==> config.mk <==
export PLATFORM = sky130hd
export DESIGN_NAME = key_event_decoder_flat
export DESIGN_NICKNAME = d
export VERILOG_FILES = /design/src/rtl/key_event_decoder_if.sv /design/src/rtl/key_event_decoder.sv /design/src/flat_wrapper.sv
export SDC_FILE = /design/constraint.sdc
export NUM_CORES = 1
export LEC_CHECK = 0
export BUFFER_PORTS_ARGS = -buffer_cell sky130_fd_sc_hd__buf_2
export CORE_MARGIN = 1
export CORE_UTILIZATION = 60
export DETAILED_ROUTE_END_ITERATION = 6
export GPL_TIMING_DRIVEN = 0
export PLACE_DENSITY = 0.78
export SLEW_MARGIN = 0
export SYNTH_ARGS = -nofsm -noshare
export SYNTH_HDL_FRONTEND = slang
export SYNTH_SLANG_ARGS = --single-unit
==> constraint.sdc <==
create_clock -name clk -period 3.1 [get_ports clk]
set_input_delay 0.465 -clock clk [delete_from_list [all_inputs] [get_ports clk]]
set_output_delay 0.465 -clock clk [all_outputs]
set_load 0.005 [all_outputs]
==> src/rtl/key_event_decoder_if.sv <==
`default_nettype none
// ============================================================================
// Module   : key_event_decoder_if
// Purpose  : Bundles the debounced key input and the classified key-event
//            outputs of key_event_decoder into one interface.
// Signals  : deb_key_n  - debounced key, 0 = pressed (driven by upstream)
//            click_o    - one-cycle pulse, single short press completed
//            dclick_o   - one-cycle pulse, double-click detected
//            long_o     - one-cycle pulse, long-press threshold reached
//            repeat_o   - one-cycle pulse, auto-repeat while long-press held
//            key_held_o - level, key is held in a press state
// Modports : master - upstream/consumer side (drives the key, reads events)
//            slave  - decoder side (reads the key, drives events)
// Revision : 1.0 - initial release
// ============================================================================
interface key_event_decoder_if;
    logic deb_key_n;
    logic click_o;
    logic dclick_o;
    logic long_o;
    logic repeat_o;
    logic key_held_o;

    modport master (
        output deb_key_n,
        input  click_o,
        input  dclick_o,
        input  long_o,
        input  repeat_o,
        input  key_held_o
    );

    modport slave (
        input  deb_key_n,
        output click_o,
        output dclick_o,
        output long_o,
        output repeat_o,
        output key_held_o
    );
endinterface
`default_nettype wire

==> src/rtl/key_event_decoder.sv <==
`default_nettype none
// ============================================================================
// Module   : key_event_decoder
// Purpose  : Classifies presses of one debounced active-low push button into
//            single-cycle event pulses: click, double-click, long-press and
//            auto-repeat. All outputs are registered.
// Ports    : clk   - system clock
//            rst_n - asynchronous active-low reset
//            bus   - key_event_decoder_if.slave (deb_key_n in; click_o,
//                    dclick_o, long_o, repeat_o, key_held_o out)
// Params   : LONG_CYCLES   - hold time that makes a press a long-press
//            DCLICK_CYCLES - window after a short release for a 2nd press
//            REPEAT_CYCLES - auto-repeat period during a long-press
//            WIDTH         - counter width
//            All cycle counts >= 2; DCLICK_CYCLES, REPEAT_CYCLES <= LONG_CYCLES.
// Revision : 1.0 - initial release
// ============================================================================
module key_event_decoder #(
    parameter int LONG_CYCLES   = 50_000_000,
    parameter int DCLICK_CYCLES = 12_500_000,
    parameter int REPEAT_CYCLES = 5_000_000,
    parameter int WIDTH         = $clog2(LONG_CYCLES + 1)
) (
    input  wire                    clk,
    input  wire                    rst_n,
    key_event_decoder_if.slave     bus
);

    typedef enum logic [2:0] {
        S_IDLE   = 3'd0,
        S_PRESS1 = 3'd1,
        S_WAIT2  = 3'd2,
        S_HOLD2  = 3'd3,
        S_LONG   = 3'd4
    } state_t;

    // Terminal counts; all are <= LONG_CYCLES-1 so the counter never wraps.
    localparam logic [WIDTH-1:0] C_LONG_TC   = WIDTH'(LONG_CYCLES - 1);
    localparam logic [WIDTH-1:0] C_DCLICK_TC = WIDTH'(DCLICK_CYCLES - 1);
    localparam logic [WIDTH-1:0] C_REPEAT_TC = WIDTH'(REPEAT_CYCLES - 1);
    localparam logic [WIDTH-1:0] C_ONE       = WIDTH'(1);

    state_t           state_q;
    logic [WIDTH-1:0] cnt_q;
    logic             k_q;
    logic             click_q;
    logic             dclick_q;
    logic             long_q;
    logic             repeat_q;
    logic             held_q;

    logic             press_e;
    logic             rel_e;

    // k_q resets to 1, so a key already low at reset release reads as a press.
    assign press_e = k_q & ~bus.deb_key_n;
    assign rel_e   = ~k_q & bus.deb_key_n;

    always_ff @(posedge clk or negedge rst_n) begin
        if (!rst_n) begin
            state_q  <= S_IDLE;
            cnt_q    <= '0;
            k_q      <= 1'b1;
            click_q  <= 1'b0;
            dclick_q <= 1'b0;
            long_q   <= 1'b0;
            repeat_q <= 1'b0;
            held_q   <= 1'b0;
        end else begin
            k_q      <= bus.deb_key_n;
            // Pulses are high for exactly one cycle after their transition.
            click_q  <= 1'b0;
            dclick_q <= 1'b0;
            long_q   <= 1'b0;
            repeat_q <= 1'b0;

            case (state_q)
                S_IDLE: begin
                    if (press_e) begin
                        state_q <= S_PRESS1;
                        cnt_q   <= '0;
                        held_q  <= 1'b1;
                    end
                end

                S_PRESS1: begin
                    // Release takes priority over the long terminal count.
                    if (rel_e) begin
                        state_q <= S_WAIT2;
                        cnt_q   <= '0;
                        held_q  <= 1'b0;
                    end else if (cnt_q == C_LONG_TC) begin
                        state_q <= S_LONG;
                        cnt_q   <= '0;
                        long_q  <= 1'b1;
                    end else begin
                        cnt_q   <= cnt_q + C_ONE;
                    end
                end

                S_WAIT2: begin
                    // A second press takes priority over window expiry.
                    if (press_e) begin
                        state_q  <= S_HOLD2;
                        cnt_q    <= '0;
                        dclick_q <= 1'b1;
                        held_q   <= 1'b1;
                    end else if (cnt_q == C_DCLICK_TC) begin
                        state_q  <= S_IDLE;
                        cnt_q    <= '0;
                        click_q  <= 1'b1;
                    end else begin
                        cnt_q    <= cnt_q + C_ONE;
                    end
                end

                S_HOLD2: begin
                    // Second press of a double-click is never timed.
                    if (rel_e) begin
                        state_q <= S_IDLE;
                        cnt_q   <= '0;
                        held_q  <= 1'b0;
                    end
                end

                S_LONG: begin
                    // Release ends the long-press silently, even on a repeat tick.
                    if (rel_e) begin
                        state_q  <= S_IDLE;
                        cnt_q    <= '0;
                        held_q   <= 1'b0;
                    end else if (cnt_q == C_REPEAT_TC) begin
                        cnt_q    <= '0;
                        repeat_q <= 1'b1;
                    end else begin
                        cnt_q    <= cnt_q + C_ONE;
                    end
                end

                default: begin
                    state_q <= S_IDLE;
                    cnt_q   <= '0;
                    held_q  <= 1'b0;
                end
            endcase
        end
    end

    assign bus.click_o    = click_q;
    assign bus.dclick_o   = dclick_q;
    assign bus.long_o     = long_q;
    assign bus.repeat_o   = repeat_q;
    assign bus.key_held_o = held_q;

endmodule
`default_nettype wire
==> src/flat_wrapper.sv <==
// flat-port wrapper written by rule: the top's interface ports become plain ports
module key_event_decoder_flat 
#(
    parameter int LONG_CYCLES   = 50_000_000,
    parameter int DCLICK_CYCLES = 12_500_000,
    parameter int REPEAT_CYCLES = 5_000_000,
    parameter int WIDTH         = $clog2(LONG_CYCLES + 1)
)
  (clk, rst_n, bus_deb_key_n, bus_click_o, bus_dclick_o, bus_long_o, bus_repeat_o, bus_key_held_o);
  key_event_decoder_if bus_i ();
  input  wire clk;
  input  wire rst_n;
  input wire logic [$bits(bus_i.deb_key_n)-1:0] bus_deb_key_n;
  output wire logic [$bits(bus_i.click_o)-1:0] bus_click_o;
  output wire logic [$bits(bus_i.dclick_o)-1:0] bus_dclick_o;
  output wire logic [$bits(bus_i.long_o)-1:0] bus_long_o;
  output wire logic [$bits(bus_i.repeat_o)-1:0] bus_repeat_o;
  output wire logic [$bits(bus_i.key_held_o)-1:0] bus_key_held_o;
  assign bus_i.deb_key_n = bus_deb_key_n;
  assign bus_click_o = bus_i.click_o;
  assign bus_dclick_o = bus_i.dclick_o;
  assign bus_long_o = bus_i.long_o;
  assign bus_repeat_o = bus_i.repeat_o;
  assign bus_key_held_o = bus_i.key_held_o;
  key_event_decoder #(.LONG_CYCLES(LONG_CYCLES), .DCLICK_CYCLES(DCLICK_CYCLES), .REPEAT_CYCLES(REPEAT_CYCLES), .WIDTH(WIDTH)) u_core (.clk(clk), .rst_n(rst_n), .bus(bus_i));
endmodule
# After elaboration in Yosys (flattened, before gate mapping)
# Cells that the tools add are included.
# op_classes
add_sub_neg,1
eq_ne,14
n_mux,30
n_bitwise,4
reduce_logical,7
# op_table
op,count
$mux W26,8
$pmux W26 S5,1
$add A26 B1 Y26 const B,1
$eq A26 B23 Y1 const B,1
$eq A26 B24 Y1 const B,1
$eq A26 B26 Y1 const B,1
$mux W3,6
$mux W1,13
$pmux W3 S4,1
$ne A2 B1 Y1 const B,5
$eq A3 B2 Y1 const B,2
$ne A3 B1 Y1 const B,2
$reduce_and A2 Y1,2
$reduce_and A4 Y1,1
$reduce_or A2 Y1,2
$eq A3 B1 Y1 const B,1
$eq A3 B3 Y1 const B,1
$logic_not A3 Y1,1
$reduce_or A3 Y1,1
$and A1 B1 Y1,2
$not A1 Y1,2
$pmux W1 S2,1
# word_totals
regBits,35
out_inout_bits,5
elab_cells,64

# Depth between registers and ports, before layout
# depth
ltp_word,4
ltp_mapped,8
mapped_depth_nobuf,7

# Worst setup path after synthesis
# Ideal clock, no wire load.
# synth_path
kind,register to register
startpoint,register u_core.cnt_q[0]
endpoint,register u_core.cnt_q[24]
arrival_ps,2098
setup_slack_ps,922
path_stages_with_launch,8
path_buffers,0
synth_period_minus_slack_ps,2178
path_cell_list,dfrtp_1 -> ha_1 -> nand4_2 -> nor4_4 -> nand3_2 -> or4_1 -> or3_1 -> o211ai_2
# synth_via
elab_chain_len,4
elab_cells_between_ends,11
cone_classes,add/sub (1); eq/ne (3); mux (7)
# synth_rtl
item,line_no,source
from (decl),key_event_decoder.sv:44,logic [WIDTH-1:0] cnt_q;
from (signal assigned),key_event_decoder.sv:97,cnt_q <= cnt_q + C_ONE;
from (signal assigned),key_event_decoder.sv:113,cnt_q <= cnt_q + C_ONE;
from (signal assigned),key_event_decoder.sv:136,cnt_q <= cnt_q + C_ONE;
"$add A26 B1 Y26, or another cell as far along","key_event_decoder.sv:97, key_event_decoder.sv:113, key_event_decoder.sv:136",
"$mux W26, on equally long branches","key_event_decoder.sv:132, key_event_decoder.sv:92, key_event_decoder.sv:108",
"$mux W26, on equally long branches","key_event_decoder.sv:128, key_event_decoder.sv:88, key_event_decoder.sv:103",
$pmux W26 S5 (*),key_event_decoder.sv:77,case (state_q)
# Mark *: on every way between the ends. The rest lies on a longest branch, timed or not.
# A chain may end at the register's enable or synchronous reset.

# Worst setup path in the final report
# layout_path
startpoint,register u_core.cnt_q[0]
endpoint,register u_core.cnt_q[8]
# The elaborated chain is that of the path after synthesis.

==> results.md <==
* Largest net degree at the start of global routing at 36
* Synth Flop Type: dfrtp_1
* Synth Cell Area at 2070 µm²
* Seq/Total Area, Yosys at 0.424
* NumNets Final at about 250
* Max-cap violations at 0
* Critical setup path kind: reg -> reg
* Max Root-Sink Buffers at 2
* Cell Pwr Density at 614 nW/µm²
* Register-to-register setup slack at 0.47 ns
* Relative slew slack at 0.481
* I/O pins at 8
* Vias per cell at 6.81
* First-pass GRT wire length at 8650 µm
* CP max FO at 10
* Full die area at roughly 3700 µm²
* Worst VDD drop at between 0.0003 and 0.0004 V
* Worst Setup Start Kind: flop
* Core area at approximately 3200 µm²
* Post-synth EDFFs at 0
* Leakage power at 0.000969 µW
* Die height at 60.7 µm
* Total length of routed wires at roughly 5000 µm
* CTS Hold Bufs at 0
* Worst path bufs/invs at 1
* Initial antenna violation count at 0
* Tmin final at ~2.6 ns
* Die X at between 60 and 70 µm
* Vias in the first global route at 1909
* Post-synthesis cell count at 227
* CTS tree: done
* Slew @ Worst Pin at just under 0.8 ns
* Worst path required time at roughly 3.3 ns
* RSZ-0062 raised after global routing: no
* Crit. End Element: flop
* Synth warn at 0
* Clock transition at path regs at roughly 0.11 ns
* Clock Skew at between 0.01 and 0.015 ns
* P&R area growth vs syn at 8.52%
* Num CTS Buffers at 5
* Worst path cell trace: ha_1, and4_1, nand3_1, nor4_1, o21ai_1, nor2_1, clkbuf_1, o21ai_0
* Post-Syn Nets at 231
* Row cnt at 20
* # DRC at 0
* Share of post-route cells with drive strength above 1 at 0.145
* Async set-reset flop share out of synthesis at 1.00
* Final Setup Violations at 0
* Initial Util at 0.657
* Status: completed
* Synth Area per Inst at 9.12 µm²
* H-tree depth at 2
* # fillers at 258
* Overall Global Routing Usage at 0.323
* Multi-input gate area at about 1100 µm²
* Final Cycle Share at 0.849
* Cell family with most CP delay: simple AND/OR/NAND/NOR gates
* CP max stage delay at 0.43 ns
* Worst Hold Class: in -> async
* CP arrival at 2.85 ns
* Clk_lat worst skew at 0.35 ns
* Sink Count at 35
* Post-cts resize count at 0
* # port buffers at 7
* TNS Setup at 0 ns
* Max Fclk at 0.380 GHz
* Vias at between 1500 and 2000
* Pins over their slew limit at 0
* Initial DRC count at 205
* Global route overflow at 0
* Critical path's slowest cell: dfrtp_1
* Post-synthesis cell type count at 52
* FF+latch count, synth at 35
* Total iterations of the first detailed-routing run at 5
* FF/Latch Area at 877 µm²
* Placer Congestion at 0.894
* Post-route ant nets at 0
* Setup Buffers After CTS at 0
* DR WL/cell at 17.6 µm
* HPWL Detailed at ~3600 µm
* Total Power at 1380 µW
* Clk root buf: clkbuf_4
* Hold Vio Cnt, Final at 0
* N_diodes at 0
synth_stat cells, types with 2 or more instances:
library cell | instances | area [µm²]
dfrtp_1 | 34 | 851
o21ai_0 | 29 | 145
nand2_1 | 24 | 90.1
nand3_1 | 10 | 50.1
nor2_1 | 10 | 37.5
or3_1 | 10 | 62.6
nand4_1 | 8 | 50.1
nor4_1 | 8 | 50.1
a21o_1 | 7 | 52.6
inv_1 | 5 | 18.8
nand2b_1 | 5 | 31.3
a21oi_1 | 4 | 20.0
and2_1 | 4 | 25.0
clkbuf_1 | 4 | 15.0
nor3_1 | 4 | 20.0
nor4b_1 | 4 | 35.0
buf_2 | 3 | 15.0
buf_4 | 3 | 22.5
nor3b_1 | 3 | 22.5
or4_1 | 3 | 22.5
a211o_1 | 2 | 17.5
and3_1 | 2 | 12.5
and3b_1 | 2 | 17.5
and4_1 | 2 | 17.5
mux2i_1 | 2 | 20.0
nand4_2 | 2 | 25.0
nand4b_1 | 2 | 17.5
nor2b_1 | 2 | 12.5
o21ai_1 | 2 | 10.0
o2bb2ai_1 | 2 | 17.5
o31ai_1 | 2 | 15.0
o32ai_1 | 2 | 17.5
or2_2 | 2 | 12.5
worst paths after layout:
kind,from,end,depth (start not counted)
worst max-delay path,u_core.cnt_q[0],u_core.cnt_q[8],8
max in group asynchronous,rst_n,u_core.cnt_q[15],1
min in group clk,bus_deb_key_n,u_core.k_q,1
worst min register to register,u_core.bus.key_held_o,u_core.bus.key_held_o,2
worst min-delay path,rst_n,u_core.bus.dclick_o,1
worst max register to register,u_core.cnt_q[0],u_core.cnt_q[8],8
registers in the layout (all words and copies together) (netlist names):
register / flops
u_core.bus.dclick_o: 1
u_core.state_q: 3
u_core.cnt_q: 26
u_core.bus.click_o: 1
u_core.bus.long_o: 1
u_core.bus.repeat_o: 1
u_core.k_q: 1
u_core.bus.key_held_o: 1
final cells by class:
type / instances / share of cell area
Multi-Input combinational cell: 177 / 0.499
Tap cell: 44 / 0.0245
Inverter: 5 / 0.00835
Sequential cell: 35 / 0.390
Clock buffer: 6 / 0.0228
Buffer: 10 / 0.0234
Timing Repair Buffer: 7 / 0.0156
Clock inverter: 2 / 0.0156
layer usage:
metal  routed length (µm)  up-vias  GRT usage
li1                     -      890          -
met1                 2150      959      0.422
met2                 2470       86      0.516
met3                  328       13     0.0640
met4                  100        0      0.153
met5                    0        -          0
cell usage in the layout (no fill, tap or decap), types with 7 or more instances in the layout:
cell	instances
or3_1	10
nand3_1	10
nand4_1	8
buf_2	10
dfrtp_1	34
nand2_1	24
nor2_1	10
a21o_1	7
nor4_1	8
o21ai_0	29
where the power goes:
group | internal [µW] | switching (µW) | total, µW
clock network | 191 | 161 | 352
registers | 495 | 51.7 | 547
logic | 148 | 334 | 482
total | 834 | 547 | 1380
through the flow:
step                      instances  hold slack (ns)  area [µm²]   util  setup slack [ns]
after floorplan                 227            0.169        2070      -             0.922
after global placement          278            0.498        2160  0.685             0.618
after detailed placement        278            0.514        2160  0.685             0.552
after CTS                       286            0.203        2250  0.713             0.523
after global routing            286            0.212        2250  0.713             0.350
final                           286            0.175        2250  0.713             0.469
cells by family after synthesis:
family / count (synthesis) / synth area share
and+or+nand+nor: 115 / 0.343
buffers and inverters: 15 / 0.0344
AOI/OAI and AO/OA: 58 / 0.178
DFF: 35 / 0.424
adders and majority gates: 1 / 0.00604
muxes: 3 / 0.0151
No activity file was read; power rests on OpenSTA's default activity.
